### src/rtl/muldiv_unit.sv
// Iterative multiply/divide unit with HI/LO registers for the MIPS EX stage.
// Produces one result bit per cycle: shift-add multiply, restoring divide.
module muldiv_unit #(
    parameter int WIDTH = 32
) (
    input  logic             clk,
    input  logic             rst,
    input  logic             start,
    input  logic [2:0]       op,
    input  logic [WIDTH-1:0] dataA,
    input  logic [WIDTH-1:0] dataB,
    input  logic             abort,
    output logic             busy,
    output logic             done,
    output logic             div_by_zero,
    output logic [WIDTH-1:0] hi_out,
    output logic [WIDTH-1:0] lo_out
);

    localparam int CW = (WIDTH > 1) ? $clog2(WIDTH) : 1;

    typedef enum logic [1:0] {
        IDLE,
        MUL,
        DIV,
        FIX
    } state_t;

    state_t             stateQ, stateD;
    logic [CW-1:0]      countQ, countD;
    logic [2*WIDTH-1:0] accQ, accD;
    logic [WIDTH-1:0]   operandQ, operandD;
    logic [WIDTH-1:0]   origAQ, origAD;
    logic [WIDTH-1:0]   hiQ, hiD;
    logic [WIDTH-1:0]   loQ, loD;
    logic               isDivQ, isDivD;
    logic               negQ, negD;
    logic               negRemQ, negRemD;
    logic               divZeroQ, divZeroD;
    logic               doneQ, doneD;
    logic               dbzQ, dbzD;

    logic               accept;
    logic               isMulOp, isDivOp;
    logic               signA, signB;
    logic [WIDTH-1:0]   absA, absB;
    logic [WIDTH:0]     mulSum;
    logic [WIDTH:0]     divShifted, divTrial;
    logic [2*WIDTH-1:0] prodFixed;
    logic [WIDTH-1:0]   quoFixed, remFixed;

    // Operand decode; op[0] selects the signed variant of MULT/DIV.
    always_comb begin
        accept  = start && !abort && (stateQ == IDLE);
        isMulOp = (op[2:1] == 2'b00);
        isDivOp = (op[2:1] == 2'b01);
        signA   = op[0] && dataA[WIDTH-1];
        signB   = op[0] && dataB[WIDTH-1];
        absA    = signA ? -dataA : dataA;
        absB    = signB ? -dataB : dataB;
    end

    // Iteration datapath: accQ holds {partial product, multiplier} or {remainder, quotient}.
    always_comb begin
        mulSum     = {1'b0, accQ[2*WIDTH-1:WIDTH]} + (accQ[0] ? {1'b0, operandQ} : {(WIDTH+1){1'b0}});
        divShifted = {accQ[2*WIDTH-1:WIDTH], accQ[WIDTH-1]};
        divTrial   = divShifted - {1'b0, operandQ};
        prodFixed  = negQ ? -accQ : accQ;
        quoFixed   = negQ ? -accQ[WIDTH-1:0] : accQ[WIDTH-1:0];
        remFixed   = negRemQ ? -accQ[2*WIDTH-1:WIDTH] : accQ[2*WIDTH-1:WIDTH];
    end

    always_ff @(posedge clk) begin
        if (rst) begin
            stateQ   <= IDLE;
            countQ   <= '0;
            accQ     <= '0;
            operandQ <= '0;
            origAQ   <= '0;
            hiQ      <= '0;
            loQ      <= '0;
            isDivQ   <= 1'b0;
            negQ     <= 1'b0;
            negRemQ  <= 1'b0;
            divZeroQ <= 1'b0;
            doneQ    <= 1'b0;
            dbzQ     <= 1'b0;
        end else begin
            stateQ   <= stateD;
            countQ   <= countD;
            accQ     <= accD;
            operandQ <= operandD;
            origAQ   <= origAD;
            hiQ      <= hiD;
            loQ      <= loD;
            isDivQ   <= isDivD;
            negQ     <= negD;
            negRemQ  <= negRemD;
            divZeroQ <= divZeroD;
            doneQ    <= doneD;
            dbzQ     <= dbzD;
        end
    end

    always_comb begin
        stateD = stateQ;
        unique case (stateQ)
            IDLE: begin
                if (accept && isMulOp) begin
                    stateD = MUL;
                end else if (accept && isDivOp) begin
                    stateD = DIV;
                end
            end
            MUL, DIV: begin
                if (abort) begin
                    stateD = IDLE;
                end else if (countQ == CW'(WIDTH - 1)) begin
                    stateD = FIX;
                end
            end
            FIX: begin
                stateD = IDLE;
            end
            default: begin
                stateD = IDLE;
            end
        endcase
    end

    always_comb begin
        countD   = countQ;
        accD     = accQ;
        operandD = operandQ;
        origAD   = origAQ;
        hiD      = hiQ;
        loD      = loQ;
        isDivD   = isDivQ;
        negD     = negQ;
        negRemD  = negRemQ;
        divZeroD = divZeroQ;
        doneD    = 1'b0;
        dbzD     = 1'b0;
        unique case (stateQ)
            IDLE: begin
                if (accept && (isMulOp || isDivOp)) begin
                    accD     = isDivOp ? {{WIDTH{1'b0}}, absA} : {{WIDTH{1'b0}}, absB};
                    operandD = isDivOp ? absB : absA;
                    origAD   = dataA;
                    countD   = '0;
                    isDivD   = isDivOp;
                    negD     = signA ^ signB;
                    negRemD  = signA;
                    divZeroD = isDivOp && (dataB == '0);
                end else if (accept && (op == 3'b100)) begin
                    hiD = dataA;
                end else if (accept && (op == 3'b101)) begin
                    loD = dataA;
                end
            end
            MUL: begin
                if (!abort) begin
                    accD   = {mulSum, accQ[WIDTH-1:1]};
                    countD = countQ + CW'(1);
                end
            end
            DIV: begin
                if (!abort) begin
                    accD   = divTrial[WIDTH]
                           ? {divShifted[WIDTH-1:0], accQ[WIDTH-2:0], 1'b0}
                           : {divTrial[WIDTH-1:0], accQ[WIDTH-2:0], 1'b1};
                    countD = countQ + CW'(1);
                end
            end
            FIX: begin
                // A flush arriving on the commit cycle suppresses the write entirely.
                if (!abort) begin
                    doneD = 1'b1;
                    if (isDivQ && divZeroQ) begin
                        loD  = '1;
                        hiD  = origAQ;
                        dbzD = 1'b1;
                    end else if (isDivQ) begin
                        loD = quoFixed;
                        hiD = remFixed;
                    end else begin
                        hiD = prodFixed[2*WIDTH-1:WIDTH];
                        loD = prodFixed[WIDTH-1:0];
                    end
                end
            end
            default: begin
                doneD = 1'b0;
            end
        endcase
    end

    always_comb begin
        busy        = (stateQ != IDLE);
        done        = doneQ;
        div_by_zero = dbzQ;
        hi_out      = hiQ;
        lo_out      = loQ;
    end

endmodule
### config.mk
export PLATFORM = sky130hd
export DESIGN_NAME = muldiv_unit
export DESIGN_NICKNAME = d
export VERILOG_FILES = /design/src/rtl/muldiv_unit.sv
export SDC_FILE = /design/constraint.sdc
export NUM_CORES = 1
export LEC_CHECK = 0
export BUFFER_PORTS_ARGS = -buffer_cell sky130_fd_sc_hd__clkbuf_2
export CAP_MARGIN = 20
export CORE_UTILIZATION = 45
export CTS_CLUSTER_DIAMETER = 60
export DETAILED_ROUTE_END_ITERATION = 10
export PLACE_DENSITY = 0.64
export SLEW_MARGIN = 20
export SYNTH_ARGS = -nofsm -noshare
export SYNTH_HDL_FRONTEND = slang
export SYNTH_SLANG_ARGS = --single-unit
### constraint.sdc
create_clock -name clk -period 6.1 [get_ports clk]
set_input_delay 0.61 -clock clk [delete_from_list [all_inputs] [get_ports clk]]
set_output_delay 0.61 -clock clk [all_outputs]
set_load 0.01 [all_outputs]
### Word-level counts from Yosys, hierarchy flattened

Cells that the tools add are included.

| cells by class | value |
|---|---|
| equal/unequal tests | 18 |
| add/sub/neg operators | 8 |
| mux-type cells | 36 |
| bitwise operators | 2 |
| reductions and logical operators | 29 |

Operators by type and width:

| operator | number |
|---|---|
| 2-to-1 mux 32 bit | 18 |
| 2-to-1 mux 64 bit | 5 |
| case mux 64 bit (3 select lines) | 1 |
| negation 32 bit | 4 |
| case mux 32 bit (2 select lines) | 2 |
| negation 64 bit | 1 |
| adder 32 x 32 -> 33 bit | 1 |
| subtractor 33 x 32 -> 33 bit | 1 |
| zero test 32 bit | 1 |
| != test 2 bit (second input constant) | 6 |
| logical AND 1 bit | 11 |
| 2-to-1 mux 5 bit | 2 |
| case mux 5 bit (2 select lines) | 1 |
| 2-to-1 mux 2 bit | 4 |
| AND reduction 4 bit | 2 |
| equality test 3 bit (second input constant) | 2 |
| != test 2 x 1 -> 1 bit (second input constant) | 3 |
| != test 3 x 1 -> 1 bit (second input constant) | 2 |
| case mux 2 bit (3 select lines) | 1 |
| nonzero test 2 bit | 3 |
| adder 5 x 1 -> 5 bit (second input constant) | 1 |
| equality test 5 bit (second input constant) | 1 |
| AND reduction 5 bit | 1 |
| equality test 2 x 1 -> 1 bit (second input constant) | 2 |
| 12 further kinds | 17 |

| word-level totals | value |
|---|---|
| input port bits | 71 |
| flip-flop bits (word level) | 205 |

### Longest topological paths before layout

Gate-level depths: netlist of run 1.

| depth | value |
|---|---|
| depth after elaboration | 8 |
| mapped depth | 15 |
| gate-level depth less buffers | 13 |

### Worst setup path before layout of run 1

Ideal clock, no wire load.

| timing path | value |
|---|---|
| path kind | register -> register |
| start | register accQ[0] |
| end | register accQ[63] |
| library setup time | 127 ps |
| path slack | 2640 ps |
| arrival time | 3333 ps |
| stages on the path, launching flop included | 15 |
| required time | 5973 ps |
| cells stage by stage | dfxtp_1 > clkbuf_1 > inv_1 > clkbuf_1 > nor2_1 > ha_1 > nor2b_1 > o31a_1 > o211ai_1 > nor3b_2 > a31oi_1 > o41a_1 > nor4b_1 > o31a_1 > or3_1 |

| on the way | value |
|---|---|
| longest elaborated chain between the ends | 4 |

Ends and longest elaborated chain:

| element | line | source |
|---|---|---|
| start: declaration | 31 | `logic [2*WIDTH-1:0] accQ, accD;` |
| start signal: assignment | 77 | `accQ <= '0;` |
| start signal: assignment | 91 | `accQ <= accD;` |
| 2-to-1 mux 32 bit | 65 | `mulSum = {1'b0, accQ[2*WIDTH-1:WIDTH]} + (accQ[0] ? {1'b0, operandQ} : {(WIDTH+1){1'b0}});` |
| adder 32 x 32 -> 33 bit | 65 |  |
| 2-to-1 mux 64 bit | 162 | `if (!abort) begin` |
| case mux 64 bit (3 select lines) | 144 | `unique case (stateQ)` |

Every way passes these cells. The select of a mux whose other input is x is not followed.
A chain may end at the register's enable or synchronous reset.

### Worst setup path after layout of run 1

Ends and elaborated chain as after synthesis.

==> results_dict.tcl, run 1 <==
set metrics [dict create \
    die-area_mm2 0.0364 \
    total_power_mw 6.03 \
    drive_above_1_share_pct 10.4 \
    syn_inst 2228 \
    clk_path_buf_depth 3 \
    wl_met3_um 5290 \
    final_common_cell "nand2_1" \
    die_y_um 191 \
    yosysSeqAreaShare_pct 25.6 \
    grt_pass1_vias 15000 \
    cts-resized-gates 0 \
    synth_flop_cell "dfxtp_1" \
    worst_setup_path_start_kind "register" \
    fin_crit_ns 4.27 \
    finClkSkew_ns 0.0262 \
    wirelength_um 59900 \
    ioPinCount 138 \
    viasPerCell 6.21 \
    syn_area_per_cell_um2 7.20 \
    period_share_pct 70.0 \
    setup_viol 0 \
    hold_viol_final 0 \
    hold_class "primary input to register" \
    wl_met1_um 26000 \
    grt_pass1_wl_um 90900 \
    p_per_area_mw_per_mm2 339 \
    path_clk_slew_ns 0.06 \
    numCtsBuffers 26 \
    vias 16900 \
    clock_latency_ns 0.56 \
    synthesis.area_mm2 0.0160 \
    top_layer "met4" \
    worst_slew_pin_slew_ns 1.08 \
    fin_setup_tns_ns 0 \
    drtPass1Iterations 6 \
    cts.sinks 205 \
    placed_cells 2677 \
    grt_max_degree 97 \
    layout_common_cells "nand2_1 (326), a21oi_1 (251), dfxtp_1 (205)" \
    syn-num-nets 2375 \
    gp_congestion 0.942 \
    cap_violations 0 \
    drv_slew 0 \
    holdBufCountCts 0 \
    syn2layout_area_growth_pct 11.0 \
    synth_edf_count 0 \
    cp-end-kind "register" \
    start_util_pct 46.1 \
    htreeDepth 1 \
    yosysWarnings 0 \
    n_antenna_cell 0 \
    io_buffers 137 \
    post_drt_wl_per_cell_um 22.0 \
    cts_tree "done" \
    max_slew_margin_pct 28.1 \
    antenna_found_initial 0 \
    drtAntennaViolNets 0 \
    rsz0062_at_grt "no" \
    postCtsSetupBuffers 0 \
    synth_cell_types 78 \
    fin_nets 2397 \
    core_region_area_mm2 0.0348 \
    required_ns 6.53 \
    die_w_um 191 \
    overflow 0 \
    cp_max_fo 31 \
    clock.fmax_mhz 234 \
    critPathKind "register to register" \
    vdd_drop_max_mv 0.255 \
    synth_seq_cells 205 \
    final_util_pct 51.1 \
    arrival_ns 4.70 \
    post-route-drc-count 0 \
    dp_hpwl_um 44800 \
    final_cell_count_no_fill 2723 \
    cellLeakagePower_nw 6.92 \
    rows 68 \
    clockRootBuffer "clkbuf_16" \
    status "completed" \
    wl_met2_um 26100 \
    initialDrtViolationCount 1908 \
    async_reset_ff_share_pct 0 \
    track_usage_pct 32.3 \
]
registers in the layout, summed over array words and instances, names as in the netlist, 2 cells and up:
register	flops
accQ	64
countQ	5
hi_out	32
lo_out	32
operandQ	32
origAQ	32
stateQ	2
per-stage QoR:
step	setup WS, ns	instance area, um2	hold slack [ns]
2_1_floorplan	2.64	16000	0.432
3_3_place_gp	2.01	16900	0.439
3_5_place_dp	1.90	16900	0.444
6_report	1.83	17800	0.349
5_1_grt	1.54	17800	0.368
4_1_cts	1.85	17800	0.338
synthesized netlist by cell type (5+ instances only):
cell type	n	share of area, %
nor3b_1	13	0.61
o21ai_0	111	3.5
buf_1	9	0.21
inv_1	70	1.6
nand2b_1	23	0.90
o31a_1	5	0.27
xnor2_1	125	6.8
o21bai_1	6	0.28
nand3b_1	5	0.23
or4_1	12	0.56
nor2_1	195	4.6
nor2b_1	9	0.35
and2_1	15	0.59
a41oi_1	7	0.38
o21a_1	10	0.47
nand3_1	52	1.6
and3_1	11	0.43
a22o_1	8	0.44
o31ai_1	22	1.0
clkbuf_1	154	3.6
a22oi_1	51	2.4
mux2i_1	36	2.2
o22ai_1	11	0.43
o221ai_1	31	1.7
a21o_1	35	1.6
xor2_1	48	2.6
nand4_1	6	0.23
nor3_1	50	1.6
dfxtp_1	205	26
a311oi_1	6	0.33
a21oi_1	252	7.9
ha_1	74	5.8
o211ai_1	27	1.3
or3_1	12	0.47
a31oi_1	29	1.1
nor4_1	21	0.82
nand2_1	326	7.6
o41ai_1	11	0.60
a211oi_1	61	2.9
final cells by class:
class                           count  area [um2]
Timing Repair Buffer              165         910
Sequential cell                   205        4100
Fill cell                        3468       17000
Clock inverter                     12         184
Clock buffer                       34         721
Multi-Input combinational cell   1782       11000
Tap cell                          455         569
Inverter                           70         263
layer usage:
metal	up-vias	global-route usage, %
li1	8062	-
met1	7927	45.4
met2	816	49.2
met3	99	4.60
met4	0	13.0
met5	-	0
power by group:
part / internal (mW) / total, mW / switching (mW)
combinational: 0.914 / 2.57 / 1.65
sequential: 1.58 / 1.82 / 0.240
clock: 1.00 / 1.65 / 0.644
cell families after synthesis:
group	after synthesis	synth area share, %
AO/OA/AOI/OAI	724	28.9
adder cells (fa/ha/maj)	76	6.02
multiplexers	36	2.25
AND/OR/NAND/NOR	773	21.9
flip-flops	205	25.6
buffers and inverters	241	5.86
XOR/XNOR	173	9.45
worst max-delay path, stage by stage, from the launching register on:
cell and delay [ns]:
dfxtp_1 0.41, inv_1 0.80, nor2_1 0.10, ha_1 0.37, nor2b_1 0.16, o31a_1 0.29
o211ai_1 0.20, nor3b_2 0.46, a31oi_1 0.18, o41a_1 0.37, nor4b_1 0.16, o31a_1 0.30
or3_1 0.35
path summary, 6_finish.rpt:
check | start | to | slack, ns | cells after the start
hold / removal | dataA[17] | origAQ[17]$_SDFFE_PP0P_ | 0.35 | 3
hold reg to reg | operandQ[14]$_SDFFE_PP0P_ | operandQ[14]$_SDFFE_PP0P_ | 0.45 | 2
setup / recovery | accQ[0]$_SDFFE_PP0P_ | accQ[63]$_SDFFE_PP0P_ | 1.83 | 12
setup reg to reg | accQ[0]$_SDFFE_PP0P_ | accQ[63]$_SDFFE_PP0P_ | 1.83 | 12
No activity file was read; power rests on OpenSTA's default activity.
==> run 2: changes to the inputs <==
--- a/config.mk
+++ b/config.mk
@@ -10,7 +10,7 @@
 export CORE_UTILIZATION = 45
 export CTS_CLUSTER_DIAMETER = 60
 export DETAILED_ROUTE_END_ITERATION = 10
-export PLACE_DENSITY = 0.64
+export PLACE_DENSITY = 0.66
 export SLEW_MARGIN = 20
 export SYNTH_ARGS = -nofsm -noshare
 export SYNTH_HDL_FRONTEND = slang
==> constraint.sdc (replaced) <==
create_clock -name clk -period 3.7 [get_ports clk]
set_input_delay 0.37 -clock clk [delete_from_list [all_inputs] [get_ports clk]]
set_output_delay 0.37 -clock clk [all_outputs]
set_load 0.01 [all_outputs]
==> results_dict.tcl, run 2 (synthesis gave the netlist of run 1 again) <==
set metrics [dict create \
    grt_max_degree 95 \
    worst_setup_path_start_kind "register" \
    max_slew_margin_pct 30.8 \
    cap_violations 0 \
    fin_setup_tns_ns 0 \
    die_y_um 191 \
    drtPass1Iterations 6 \
    period_share_pct 97.2 \
    io_buffers 137 \
    post_drt_wl_per_cell_um 22.0 \
    arrival_ns 4.09 \
    vias 17300 \
    fin_nets 2457 \
    start_util_pct 46.1 \
    cts_tree "done" \
    cp-end-kind "register" \
    clock.fmax_mhz 278 \
    path_clk_slew_ns 0.07 \
    setup_ws_ns 0.105 \
    die_w_um 191 \
    n_antenna_cell 0 \
    holdWs_ns 0.109 \
    worst_slew_pin_slew_ns 1.04 \
    setup_viol 0 \
    initialDrtViolationCount 1675 \
    required_ns 4.19 \
    cp_max_fo 9 \
    postCtsSetupBuffers 0 \
    hold_viol_final 0 \
    worst_path_most_repeated_cell "or3_1" \
    clockRootBuffer "clkbuf_16" \
    drive_above_1_share_pct 13.1 \
    layout_common_cells "nand2_1 (326), a21oi_1 (251), dfxtp_1 (205)" \
    viasPerCell 6.21 \
    final_common_cell "nand2_1" \
    rows 68 \
    hold_class "primary input to register" \
    clock_latency_ns 0.57 \
    largest_register_ffs 64 \
    htreeDepth 1 \
    critical_path.max_stage_delay_ns 0.60 \
    vdd_drop_max_mv 0.373 \
    rsz0062_at_grt "no" \
    dp_hpwl_um 46300 \
    cellLeakagePower_nw 7.27 \
    overflow 0 \
    core_region_area_mm2 0.0348 \
    track_usage_pct 33.0 \
    critPathKind "register to register" \
    placed_area_mm2 0.0174 \
    cts.sinks 205 \
    finClkSkew_ns 0.0310 \
    status "completed" \
    clk_path_buf_depth 3 \
    die-area_mm2 0.0364 \
    top_register "accQ" \
    pre_cts_slack_ns 0.119 \
    grt_pass1_vias 15700 \
    worstPathCellList "or4_4 -> or3_1 -> or3_1 -> o21ai_2 -> o21ai_0 -> xor2_1 -> nand2_1 -> a311o_1 -> a21oi_1" \
    p_per_area_mw_per_mm2 564 \
    fin_crit_ns 3.60 \
    syn2layout_area_growth_pct 14.5 \
    cts-resized-gates 0 \
    wirelength_um 61200 \
    holdBufCountCts 0 \
    numCtsBuffers 27 \
    critPathSlowestCell "or4_4" \
    post-route-drc-count 0 \
    drv_slew 0 \
    path_buf_inv 0 \
    antenna_found_initial 0 \
    ioPinCount 138 \
    drtAntennaViolNets 0 \
    total_power_mw 10.4 \
    gp_congestion 0.946 \
    critical-path-top-delay-family "simple AND/OR/NAND/NOR gates" \
    finalInstanceArea_mm2 0.0184 \
    grt_pass1_wl_um 93100 \
]
-- run 2: where the power goes --
part / internal, mW / switching, mW
clock: 1.74 / 1.12
combinational: 1.70 / 2.92
sequential: 2.60 / 0.283
-- run 2: layer usage --
metal / GRT usage (%) / part of all wire [%] / routed length [um] / vias up
li1: - / - / - / 8185
met1: 43.7 / 42 / 25700 / 8162
met2: 52.0 / 44 / 27200 / 798
met3: 4.91 / 8.1 / 4930 / 137
met4: 16.4 / 5.6 / 3420 / 0
met5: 0 / 0 / 0 / -
-- run 2: path summary, 6_finish.rpt --
path / startpoint / to / slack (ns) / cells after the start
min reg2reg: origAQ[6]$_SDFFE_PP0P_ / origAQ[6]$_SDFFE_PP0P_ / 0.45 / 2
max: accQ[21]$_SDFFE_PP0P_ / hi_out[15]$_SDFFE_PP0P_ / 0.10 / 9
max reg2reg: accQ[21]$_SDFFE_PP0P_ / hi_out[15]$_SDFFE_PP0P_ / 0.10 / 9
min: dataA[15] / origAQ[15]$_SDFFE_PP0P_ / 0.11 / 3
-- run 2: per-stage QoR --
step | utilization [%] | instances
floorplan | - | 2228
global placement | 49.9 | 2736
detailed placement | 49.9 | 2736
CTS | 52.7 | 2785
global route | 52.8 | 2785
finish | 52.8 | 2785
-- run 2: cell type report --
type,count,area (um2)
Inverter,70,263
Clock inverter,19,263
Multi-Input combinational cell,1782,11100
Clock buffer,30,707
Tap cell,455,569
Timing Repair Buffer,224,1380
Fill cell,3434,16400
Sequential cell,205,4100
-- run 2: tightest hold or removal path: stages --
cell and delay, ns:
clkbuf_2 0.13, nand2_1 0.07, a21oi_1 0.05
==> run 3: changes to the inputs <==
--- a/config.mk
+++ b/config.mk
@@ -10,6 +10,8 @@
 export CORE_UTILIZATION = 45
 export CTS_CLUSTER_DIAMETER = 60
 export DETAILED_ROUTE_END_ITERATION = 10
+export GPL_TIMING_DRIVEN = 0
+export HOLD_SLACK_MARGIN = 0.08
 export PLACE_DENSITY = 0.66
 export SLEW_MARGIN = 20
 export SYNTH_ARGS = -nofsm -noshare
==> results_dict.tcl, run 3 (synthesis gave the netlist of run 1 again) <==
set metrics [dict create \
    status "completed" \
    grt_pass1_vias 16600 \
    whs_path_depth 3 \
    numCtsBuffers 28 \
    worst_setup_path_start_kind "register" \
    overflow 0 \
    p_seq_share_pct 28.6 \
    viasPerCell 6.24 \
    antenna_found_initial 0 \
    largest_register_ffs 64 \
    reg2reg_depth 11 \
    r2r_slack_ns 0.1 \
    placed_cells 2812 \
    fin_setup_tns_ns 0 \
    arrival_ns 4.01 \
    power.net_switching_mw 4.56 \
    syn2layout_area_growth_pct 14.9 \
    hold_class "primary input to register" \
    fin_crit_ns 3.60 \
    multi_input_area_mm2 0.0112 \
    worst_r2r_startpoint "accQ[22]$_SDFFE_PP0P_" \
    top_register "accQ" \
    start_util_pct 46.1 \
    clock.fmax_mhz 278 \
    required_ns 4.11 \
    worst_slew_pin_slew_ns 0.914 \
    core_region_area_mm2 0.0348 \
    rows 68 \
    vdd_drop_max_mv 0.365 \
    gp_congestion 0.998 \
    die_w_um 191 \
    busiest_layer "met2" \
    post-route-drc-count 0 \
    grtUsageMet1_pct 47.9 \
    cp-end-kind "register" \
    clockRootBuffer "clkbuf_16" \
    htreeDepth 1 \
    dp_hpwl_um 54400 \
    worstHoldStart "dataA[17]" \
    n_antenna_cell 0 \
    post_drt_wl_per_cell_um 24.0 \
    hold-path-endpoint "origAQ[17]$_SDFFE_PP0P_" \
    cellLeakagePower_nw 7.09 \
    die-area_mm2 0.0364 \
    critPathKind "register to register" \
    vias 17900 \
    drive_above_1_share_pct 9.90 \
    fin_nets 2540 \
    final_common_cell "nand2_1" \
    die_y_um 191 \
    cp_max_fo 9 \
    period_share_pct 97.4 \
    final_cell_count_no_fill 2868 \
    cts.sinks 205 \
    wirelength_um 68900 \
    holdBufCountCts 0 \
    reg2reg_to "hi_out[31]$_SDFFE_PP0P_" \
    use_met2_pct 56.9 \
    combinationalPowerShare_pct 45.1 \
    track_usage_pct 37.0 \
    finClkSkew_ns 0.0327 \
    layout_common_cells "nand2_1 (326), a21oi_1 (252), dfxtp_1 (201)" \
    setup_viol 0 \
    sw_frac_of_total_pct 43.9 \
    cts_tree "done" \
    n_fill_cell 3485 \
    total_power_mw 10.4 \
    regArea_mm2 0.00411 \
    initialDrtViolationCount 1761 \
    drtPass1Iterations 5 \
    grt_use_met3_pct 7.25 \
    path_clk_slew_ns 0.06 \
    io_buffers 129 \
    clk_path_buf_depth 3 \
    p_per_area_mw_per_mm2 563 \
    drv_slew 0 \
    hold_viol_final 0 \
    holdWs_ns 0.120 \
    grt_max_degree 14 \
    cap_violations 0 \
    grt_pass1_wl_um 101000 \
    clockPowerShare_pct 26.3 \
    clock_latency_ns 0.56 \
    drtAntennaViolNets 0 \
    ioPinCount 138 \
    internal_power_mw 5.82 \
    max_slew_margin_pct 39.1 \
]
run 3: cell count changes in the layout (fill, tap and decap cells not counted), sizes merged:
| cell | previous run | this run |
|---|---|---|
| clkbuf | 166 | 318 |
| buf | 88 | 26 |
| clkinv | 7 | 2 |
| bufinv | 5 | 1 |
| inv | 73 | 76 |
| clkinvlp | 4 | 3 |
run 3: worst max path at each step:
stage	startpoint	end	slack [ns]	cells after the start
after floorplan	accQ[0]$_SDFFE_PP0P_	accQ[63]$_SDFFE_PP0P_	0.24	14
after global placement	accQ[0]$_SDFFE_PP0P_	accQ[63]$_SDFFE_PP0P_	-0.96	14
after detailed placement	accQ[0]$_SDFFE_PP0P_	accQ[63]$_SDFFE_PP0P_	-0.96	14
after CTS	accQ[0]$_SDFFE_PP0P_	accQ[63]$_SDFFE_PP0P_	-0.03	14
after global routing	accQ[31]$_SDFFE_PP0P_	accQ[52]$_SDFFE_PP0P_	-0.03	13
final	accQ[22]$_SDFFE_PP0P_	hi_out[31]$_SDFFE_PP0P_	0.1	11
run 3: power groups by stage:
stage               clock [mW]  combinational [mW]  sequential [mW]
detailed placement           0                4.41             2.98
global placement             0                4.38             2.97
finish                    2.72                4.68             2.97
floorplan                    0                2.88             2.96
CTS                       2.72                4.48             2.95
global route              2.81                5.03             2.99
run 3: layout make-up:
cell class	instances	share of cell area (%)
multi-input cells	1782	60.6
flip-flops and latches	205	22.3
clock buffers	38	4.29
repair buffers	139	3.91
plain buffers	167	3.69
well taps	455	3.09
inverters	70	1.43
clock inverters	12	0.733
run 3: worst max-delay path, stage by stage (launching register included):
cell and delay (ns):
dfxtp_1 0.30, clkbuf_2 0.22, or4_4 0.58, or3_1 0.36, or3_1 0.47, buf_6 0.19, o21ai_4 0.26, a31oi_1 0.23
xnor2_1 0.24, o21ai_0 0.10, mux2i_1 0.38, a211oi_1 0.13
run 3: routing by layer:
metal  wire length, um  up-vias
li1                  -     8363
met2             30000      891
met3              6260      178
met4              4240        0
met1             28400     8471
met5                 0        -
run 3: per-stage QoR:
stage	utilization [%]	area (um2)	worst slack, ns
6_report	52.9	18400	0.0968
4_1_cts	52.4	18200	-0.0260
3_5_place_dp	49.6	17300	-0.960
3_3_place_gp	49.6	17200	-0.964
5_1_grt	52.9	18400	-0.0288
2_1_floorplan	-	16000	0.240
run 3: what timing repair did:
item                       in CTS  in global routing
buffers inserted                3                  7
setup endpoints to repair      52                 51
pin swaps                       0                 10
resized for setup              15                 29
